File: src/rtl/pc_seq_pkg.sv
// Shared constants and types for the PC sequencer front-end controller.
package pc_seq_pkg;

    // FSM encoding; the value 2'd3 is unused and recovers to ST_RUN.
    typedef enum logic [1:0] {
        ST_RUN    = 2'd0,
        ST_WAIT   = 2'd1,
        ST_REPLAY = 2'd2
    } pc_state_e;

    // Byte distance between sequential instructions.
    localparam int unsigned PC_INC = 4;

    // Default fetch address out of reset.
    localparam logic [31:0] RESET_PC_DEF = 32'h0000_0000;

    // Register $zero: never a real load destination, so it never stalls.
    localparam logic [4:0] REG_ZERO = 5'd0;

endpackage

File: src/rtl/pc_seq_hazard.sv
// Load-use hazard detector: flags when the instruction in ID reads the
// register that the load currently in EX is about to write.
// Purely combinational so the forwarding unit can reuse it.
module pc_seq_hazard
    import pc_seq_pkg::*;
(
    input  logic [4:0] if_id_rs_i,
    input  logic [4:0] if_id_rt_i,
    input  logic [4:0] id_ex_rt_i,
    input  logic       id_ex_memread_i,
    output logic       lu_stall_o
);

    // Compare the load destination against both source fields of ID.
    always_comb begin
        lu_stall_o = id_ex_memread_i
                     && (id_ex_rt_i != REG_ZERO)
                     && ((id_ex_rt_i == if_id_rs_i) || (id_ex_rt_i == if_id_rt_i));
    end

endmodule

File: src/rtl/pc_sequencer.sv
// PC sequencer: chooses each cycle whether the PC advances, holds or is
// redirected, and drives the IF/ID hold/flush and ID/EX bubble controls.
// Redirects seen during a memory wait are held and replayed afterwards.
// Optional build macro PC_SEQ_PERF_EN adds saturating stall/flush counters.
module pc_sequencer
    import pc_seq_pkg::*;
#(
    parameter int                 ADDR_W   = 32,
    parameter logic [ADDR_W-1:0]  RESET_PC = ADDR_W'(RESET_PC_DEF)
)(
    input  logic              clk_i,
    input  logic              rst_i,
    input  logic [ADDR_W-1:0] pc_i,
    input  logic [4:0]        if_id_rs_i,
    input  logic [4:0]        if_id_rt_i,
    input  logic [4:0]        id_ex_rt_i,
    input  logic              id_ex_memread_i,
    input  logic              jump_i,
    input  logic [ADDR_W-1:0] jump_target_i,
    input  logic              branch_taken_i,
    input  logic [ADDR_W-1:0] branch_target_i,
    input  logic              imem_ready_i,
    input  logic              dmem_ready_i,
    output logic [ADDR_W-1:0] pc_next_o,
    output logic              pc_write_o,
    output logic              if_id_write_o,
    output logic              if_id_flush_o,
    output logic              id_ex_bubble_o,
    output logic [1:0]        state_o
`ifdef PC_SEQ_PERF_EN
    ,
    output logic [31:0]       stall_cnt_o,
    output logic [31:0]       flush_cnt_o
`endif
);

    pc_state_e         state_q, state_d;
    logic              pend_valid_q, pend_valid_d;
    logic [ADDR_W-1:0] pend_target_q, pend_target_d;

    logic              lu_stall;
    logic              mem_wait;
    logic              do_run;
    logic [ADDR_W-1:0] pc_seq;
    logic [ADDR_W-1:0] pc_next_c;
    logic              pc_write_c, if_id_write_c, if_id_flush_c, id_ex_bubble_c;

    pc_seq_hazard u_hazard (
        .if_id_rs_i      (if_id_rs_i),
        .if_id_rt_i      (if_id_rt_i),
        .id_ex_rt_i      (id_ex_rt_i),
        .id_ex_memread_i (id_ex_memread_i),
        .lu_stall_o      (lu_stall)
    );

    assign mem_wait = !imem_ready_i || !dmem_ready_i;
    assign pc_seq   = pc_i + ADDR_W'(PC_INC);

    // Next-state and control decode; RUN priority is wait > branch > jump > load-use.
    always_comb begin
        state_d        = state_q;
        pend_valid_d   = pend_valid_q;
        pend_target_d  = pend_target_q;
        pc_next_c      = pc_seq;
        pc_write_c     = 1'b0;
        if_id_write_c  = 1'b0;
        if_id_flush_c  = 1'b0;
        id_ex_bubble_c = 1'b0;
        do_run         = 1'b0;

        case (state_q)
            ST_WAIT: begin
                if (!mem_wait && !pend_valid_q) begin
                    // Nothing held: leave WAIT and decide as RUN this cycle.
                    do_run = 1'b1;
                end else begin
                    if (branch_taken_i) begin
                        pend_target_d  = branch_target_i;
                        pend_valid_d   = 1'b1;
                        if_id_flush_c  = 1'b1;
                        id_ex_bubble_c = 1'b1;
                    end else if (jump_i && !pend_valid_q) begin
                        pend_target_d  = jump_target_i;
                        pend_valid_d   = 1'b1;
                        if_id_flush_c  = 1'b1;
                    end
                    if (!mem_wait) begin
                        state_d = ST_REPLAY;
                    end
                end
            end
            ST_REPLAY: begin
                pc_next_c = pend_target_q;
                if (!mem_wait) begin
                    pc_write_c    = 1'b1;
                    if_id_flush_c = 1'b1;
                    pend_valid_d  = 1'b0;
                    state_d       = ST_RUN;
                end
            end
            default: begin
                // ST_RUN, and recovery from the unused encoding.
                do_run = 1'b1;
            end
        endcase

        if (do_run) begin
            state_d = ST_RUN;
            if (mem_wait) begin
                state_d = ST_WAIT;
                if (branch_taken_i) begin
                    pend_target_d  = branch_target_i;
                    pend_valid_d   = 1'b1;
                    if_id_flush_c  = 1'b1;
                    id_ex_bubble_c = 1'b1;
                end else if (jump_i) begin
                    pend_target_d  = jump_target_i;
                    pend_valid_d   = 1'b1;
                    if_id_flush_c  = 1'b1;
                end
            end else if (branch_taken_i) begin
                pc_next_c      = branch_target_i;
                pc_write_c     = 1'b1;
                if_id_flush_c  = 1'b1;
                id_ex_bubble_c = 1'b1;
            end else if (jump_i) begin
                pc_next_c      = jump_target_i;
                pc_write_c     = 1'b1;
                if_id_flush_c  = 1'b1;
            end else if (lu_stall) begin
                id_ex_bubble_c = 1'b1;
            end else begin
                pc_write_c     = 1'b1;
                if_id_write_c  = 1'b1;
            end
        end
    end

    // State and held-redirect registers; reset discards any pending redirect.
    always_ff @(posedge clk_i or negedge rst_i) begin
        if (!rst_i) begin
            state_q       <= ST_RUN;
            pend_valid_q  <= 1'b0;
            pend_target_q <= '0;
        end else begin
            state_q       <= state_d;
            pend_valid_q  <= pend_valid_d;
            pend_target_q <= pend_target_d;
        end
    end

    // While reset is asserted the pipeline is frozen and flushed.
    always_comb begin
        pc_next_o      = rst_i ? pc_next_c      : RESET_PC;
        pc_write_o     = rst_i ? pc_write_c     : 1'b0;
        if_id_write_o  = rst_i ? if_id_write_c  : 1'b0;
        if_id_flush_o  = rst_i ? if_id_flush_c  : 1'b1;
        id_ex_bubble_o = rst_i ? id_ex_bubble_c : 1'b1;
        state_o        = state_q;
    end

`ifdef PC_SEQ_PERF_EN
    logic [31:0] stall_cnt_q, flush_cnt_q;

    // Saturating counters of PC-hold cycles and IF/ID flush cycles.
    always_ff @(posedge clk_i or negedge rst_i) begin
        if (!rst_i) begin
            stall_cnt_q <= '0;
            flush_cnt_q <= '0;
        end else begin
            if (!pc_write_o && (stall_cnt_q != 32'hFFFF_FFFF)) begin
                stall_cnt_q <= stall_cnt_q + 32'd1;
            end
            if (if_id_flush_o && (flush_cnt_q != 32'hFFFF_FFFF)) begin
                flush_cnt_q <= flush_cnt_q + 32'd1;
            end
        end
    end

    assign stall_cnt_o = stall_cnt_q;
    assign flush_cnt_o = flush_cnt_q;
`endif

endmodule

File: config.mk
export PLATFORM = sky130hd
export DESIGN_NAME = pc_sequencer
export DESIGN_NICKNAME = d
export VERILOG_FILES = /design/src/rtl/pc_seq_pkg.sv /design/src/rtl/pc_seq_hazard.sv /design/src/rtl/pc_sequencer.sv
export SDC_FILE = /design/constraint.sdc
export NUM_CORES = 1
export LEC_CHECK = 0
export ABC_AREA = 1
export BUFFER_PORTS_ARGS = -buffer_cell sky130_fd_sc_hd__buf_4
export CORE_MARGIN = 5
export CORE_UTILIZATION = 53
export CTS_CLUSTER_DIAMETER = 80
export CTS_CLUSTER_SIZE = 25
export DETAILED_ROUTE_END_ITERATION = 6
export HOLD_SLACK_MARGIN = 0.12
export PLACE_DENSITY = 0.91
export SKIP_CTS_REPAIR_TIMING = 1
export SYNTH_ARGS = -nofsm -noshare
export SYNTH_HDL_FRONTEND = slang
export SYNTH_HIERARCHICAL = 1
export SYNTH_SLANG_ARGS = --single-unit
File: constraint.sdc
create_clock -name clk_i -period 2.4 [get_ports clk_i]
set_input_delay 0 -clock clk_i [delete_from_list [all_inputs] [get_ports clk_i]]
set_output_delay 0 -clock clk_i [all_outputs]
set_load 0.1 [all_outputs]
==> impl_metrics.csv <==
group,metric,value,unit
power,p_sw_share,58.0,%
die,core_region_area,8810,um2
drt,routedWlPerCell,17.2,um
clock_network,htree_levels,2,
worst_setup_path,arrival,2.40,ns
worst_setup_path,r2r_end,"pend_target_q[17]",
synth,synthDistinctLibCells,51,
grt,gr-usage-met2,50.9,%
sta,max_freq,417,MHz
outcome,status,"complete, no violations",
synth,synth_flop_cell,"dfrtp_1",
drt,ant_nets,0,
power,p_leak,3.46,nW
die,die-area,11100,um2
sta,slew_violations,0,
synth,syn_nets,979,
clock_network,worstSkewPairLatency,0.30,ns
grt,gr-total-overflow,0,
sta,fin_skew,0.0126,ns
worst_setup_path,cp_data_required_time,2.40,ns
power,ir_drop,1.00,mV
min_path,min_to,"pend_target_q[16]",
grt,use_met1,42.7,%
worst_setup_path,reg2regPathDepth,10,
placement,gp_congestion,0.970,
synth,syn_area,4810,um2
final_layout,drive_above_1_share,25.8,%
synth,synthTopCellsByCount,"nand2_1, inv_1, nor2_1",
worst_setup_path,crit_chain,"inv_2 > ha_4 > inv_1 > nand2_4 > nand2_4 > nor2_4 > inv_2 > buf_12 > o31ai_1 > a31oi_4 > buf_4",
min_path,min_path_cells,5,
die,die_x,105,um
placement,dp_slack,0.310,ns
worst_setup_path,r2r-start,"state_o[1]",
sta,setup_violations,0,
clock_network,root_buffer,"clkbuf_8",
final_layout,layoutNonFillerInstCount,1135,
power,power.switching,3.77,mW
clock_network,clockBufferDepth,2,
worst_setup_path,critPathKind,"flop to primary output",
worst_setup_path,start_kind,"flop",
power,power.density,925,nW/um2
final_layout,layout.nets,1147,
grt,met3_usage,6.36,%
worst_setup_path,r2r_slack,0.20,ns
drt,drc,0,
synth,ys_seq_area_share,18.2,%
power,intPower,2.72,mW
final_layout,area_delta_synth_final,45.9,%
drt,vias,6863,
drt,via_per_inst,6.05,
grt,antenna_found_initial,0,
sta,fin_ws,0.000797,ns
clock_network,cts_sinks,35,
grt,grt_pass1_vias,6044,
sta,rsz0062_at_grt,"true",
synth,synth_edf_count,0,
synth,async_flop_share,100,%
sta,min_period,2.40,ns
synth,syn_inst,857,
worst_setup_path,critPathMaxFanout,23,
synth,yosysTopAreaCell,"nand2_1",
placement,place_inst,1095,
sta,finalCritPeriodShare,100,%
die,initial_core_util,54.6,%
sta,hold_viol_final,0,
clock_network,cts_tree,"yes",
die,row_count,34,
sta,tightest_slew,0.626,ns
die,die_h,105,um
worst_setup_path,critPathMaxStageDelay,0.51,ns
min_path,holdCritPathClass,"input port to flop",
worst_setup_path,cp-end-kind,"primary output",
clock_network,cts_inserted_buffers,5,
synth,synth.most_common_cell,"nand2_1",
run,cap_violations,0,
grt,grt_pass1_wl,29400,um
grt,gr-max-usage-layer,"met2",
synth,yosysTopAreaCellShare,20.4,%
drt,drt_iter0_drc,810,
power,p_comb_share,73.9,%
die,io-pin-count,156,
synth,synth.avg_cell_area,5.62,um2
power,p_seq_share,17.1,%
sta,fin_tns_setup,0,ns
final_layout,fill_cells,636,
worst_setup_path,critical_path.slowest_cell,"dfrtp_4",
sta,slew_headroom,57.8,%
synth,ys_ff_latch,35,
synth,yosys_warnings,6,
placement,hpwl,13700,um
placement,io_buffers,155,
grt,track_usage,31.8,%
clock_network,clk_pin_slew,0.08,ns
grt,grt_max_degree,35,
drt,drt_wl_total,19500,um
drt,drtPass1Iterations,6,
power,p_clk_share,9.0,%
min_path,hp-start,"branch_target_i[16]",
synth,synth_area_leaders,"nand2_1, dfrtp_1, inv_1",
[per-stage QoR]
step	utilization (%)	total power, mW	hold WS [ns]	area (um2)
finish	79.7	6.49	0.0915	7020
global route	79.7	6.83	0.123	7020
CTS	74.8	6.19	-0.371	6580
detailed placement	73.4	5.61	-0.0530	6460
global placement	73.4	5.52	-0.0543	6460
floorplan	-	4.56	-0.296	5240
[worst max-delay path by stage]
stage / from / endpoint / cells past startpoint
floorplan: state_o[0] / if_id_flush_o / 6
finish: state_o[1] / pc_next_o[18] / 11
detailed placement: state_o[1] / pend_target_q[17] / 10
CTS: state_o[0] / pc_next_o[1] / 11
global placement: state_o[1] / pc_next_o[15] / 11
global route: state_o[1] / pc_next_o[18] / 11
[cell type report]
| type | instances | area (um2) | share of cell area (%) |
|---|---|---|---|
| sequential | 35 | 883 | 12.6 |
| inverter | 105 | 395 | 5.63 |
| clock inverter | 2 | 35.0 | 0.499 |
| multi-input combinational | 669 | 3720 | 53.0 |
| antenna | 1 | 2.50 | 0.0356 |
| clock buffer | 6 | 82.6 | 1.18 |
| tap | 108 | 135 | 1.92 |
| timing repair buffer | 209 | 1770 | 25.1 |
[placed cells by master, fill, tap and decap left out, types with 3 or more instances in the layout]
master / n
o21ai_0: 62
or2_2: 4
nand3_1: 56
nor2_4: 7
a21oi_4: 9
dlygate4sd3_1: 31
nor3_1: 17
xor2_1: 5
xnor2_1: 3
nand2_1: 260
a41oi_1: 5
and3_1: 3
o31ai_2: 9
o22ai_1: 16
clkbuf_8: 6
a21oi_1: 19
o21ai_1: 14
buf_12: 5
o31ai_1: 9
a31o_2: 3
o21bai_1: 6
nand2_2: 3
o211ai_1: 5
buf_6: 9
nor2_2: 4
dfrtp_1: 33
inv_1: 93
buf_8: 3
buf_4: 161
nor2_1: 75
inv_2: 11
a31oi_1: 26
a31oi_4: 11
nand2_4: 4
nand4_1: 8
[power by group through the flow]
stage                     Clock, mW  Combinational (mW)  Sequential, mW
after CTS                     0.578                4.52            1.09
final                         0.583                4.80            1.11
after global placement            0                4.43            1.09
after floorplan                   0                3.38            1.17
after detailed placement          0                4.51            1.10
after global routing          0.603                5.10            1.13
[worst max-delay path, delay by kind of cell, from the launching register on]
family                   cells  cell delay, ns
flip-flops                   1            0.51
adder cells (fa/ha/maj)      1            0.15
AO/OA/AOI/OAI                2            0.45
buffers and inverters        5            0.70
AND/OR/NAND/NOR              3            0.28
[per-layer routing]
metal  share of wire (%)  wire length, um  vias up
met5                   0                0        -
met4                 3.9              752        0
met3                  11             2230       89
met2                  46             9000      492
met1                  38             7490     3085
li1                    -                -     3197
[flip-flops by register name, summed over array words and instances, names as in the netlist]
name and count:
pend_valid_q 1, state_o 2, pend_target_q 32
[cells by family after synthesis]
logic type / synth area share, %
and+or+nand+nor: 39.5
AOI/OAI and AO/OA: 26.3
buffers and inverters: 13.5
DFF: 18.2
xor gates and xnor gates: 1.46
adders and majority gates: 1.04
Note: power is estimated with default switching activity, not from simulation.
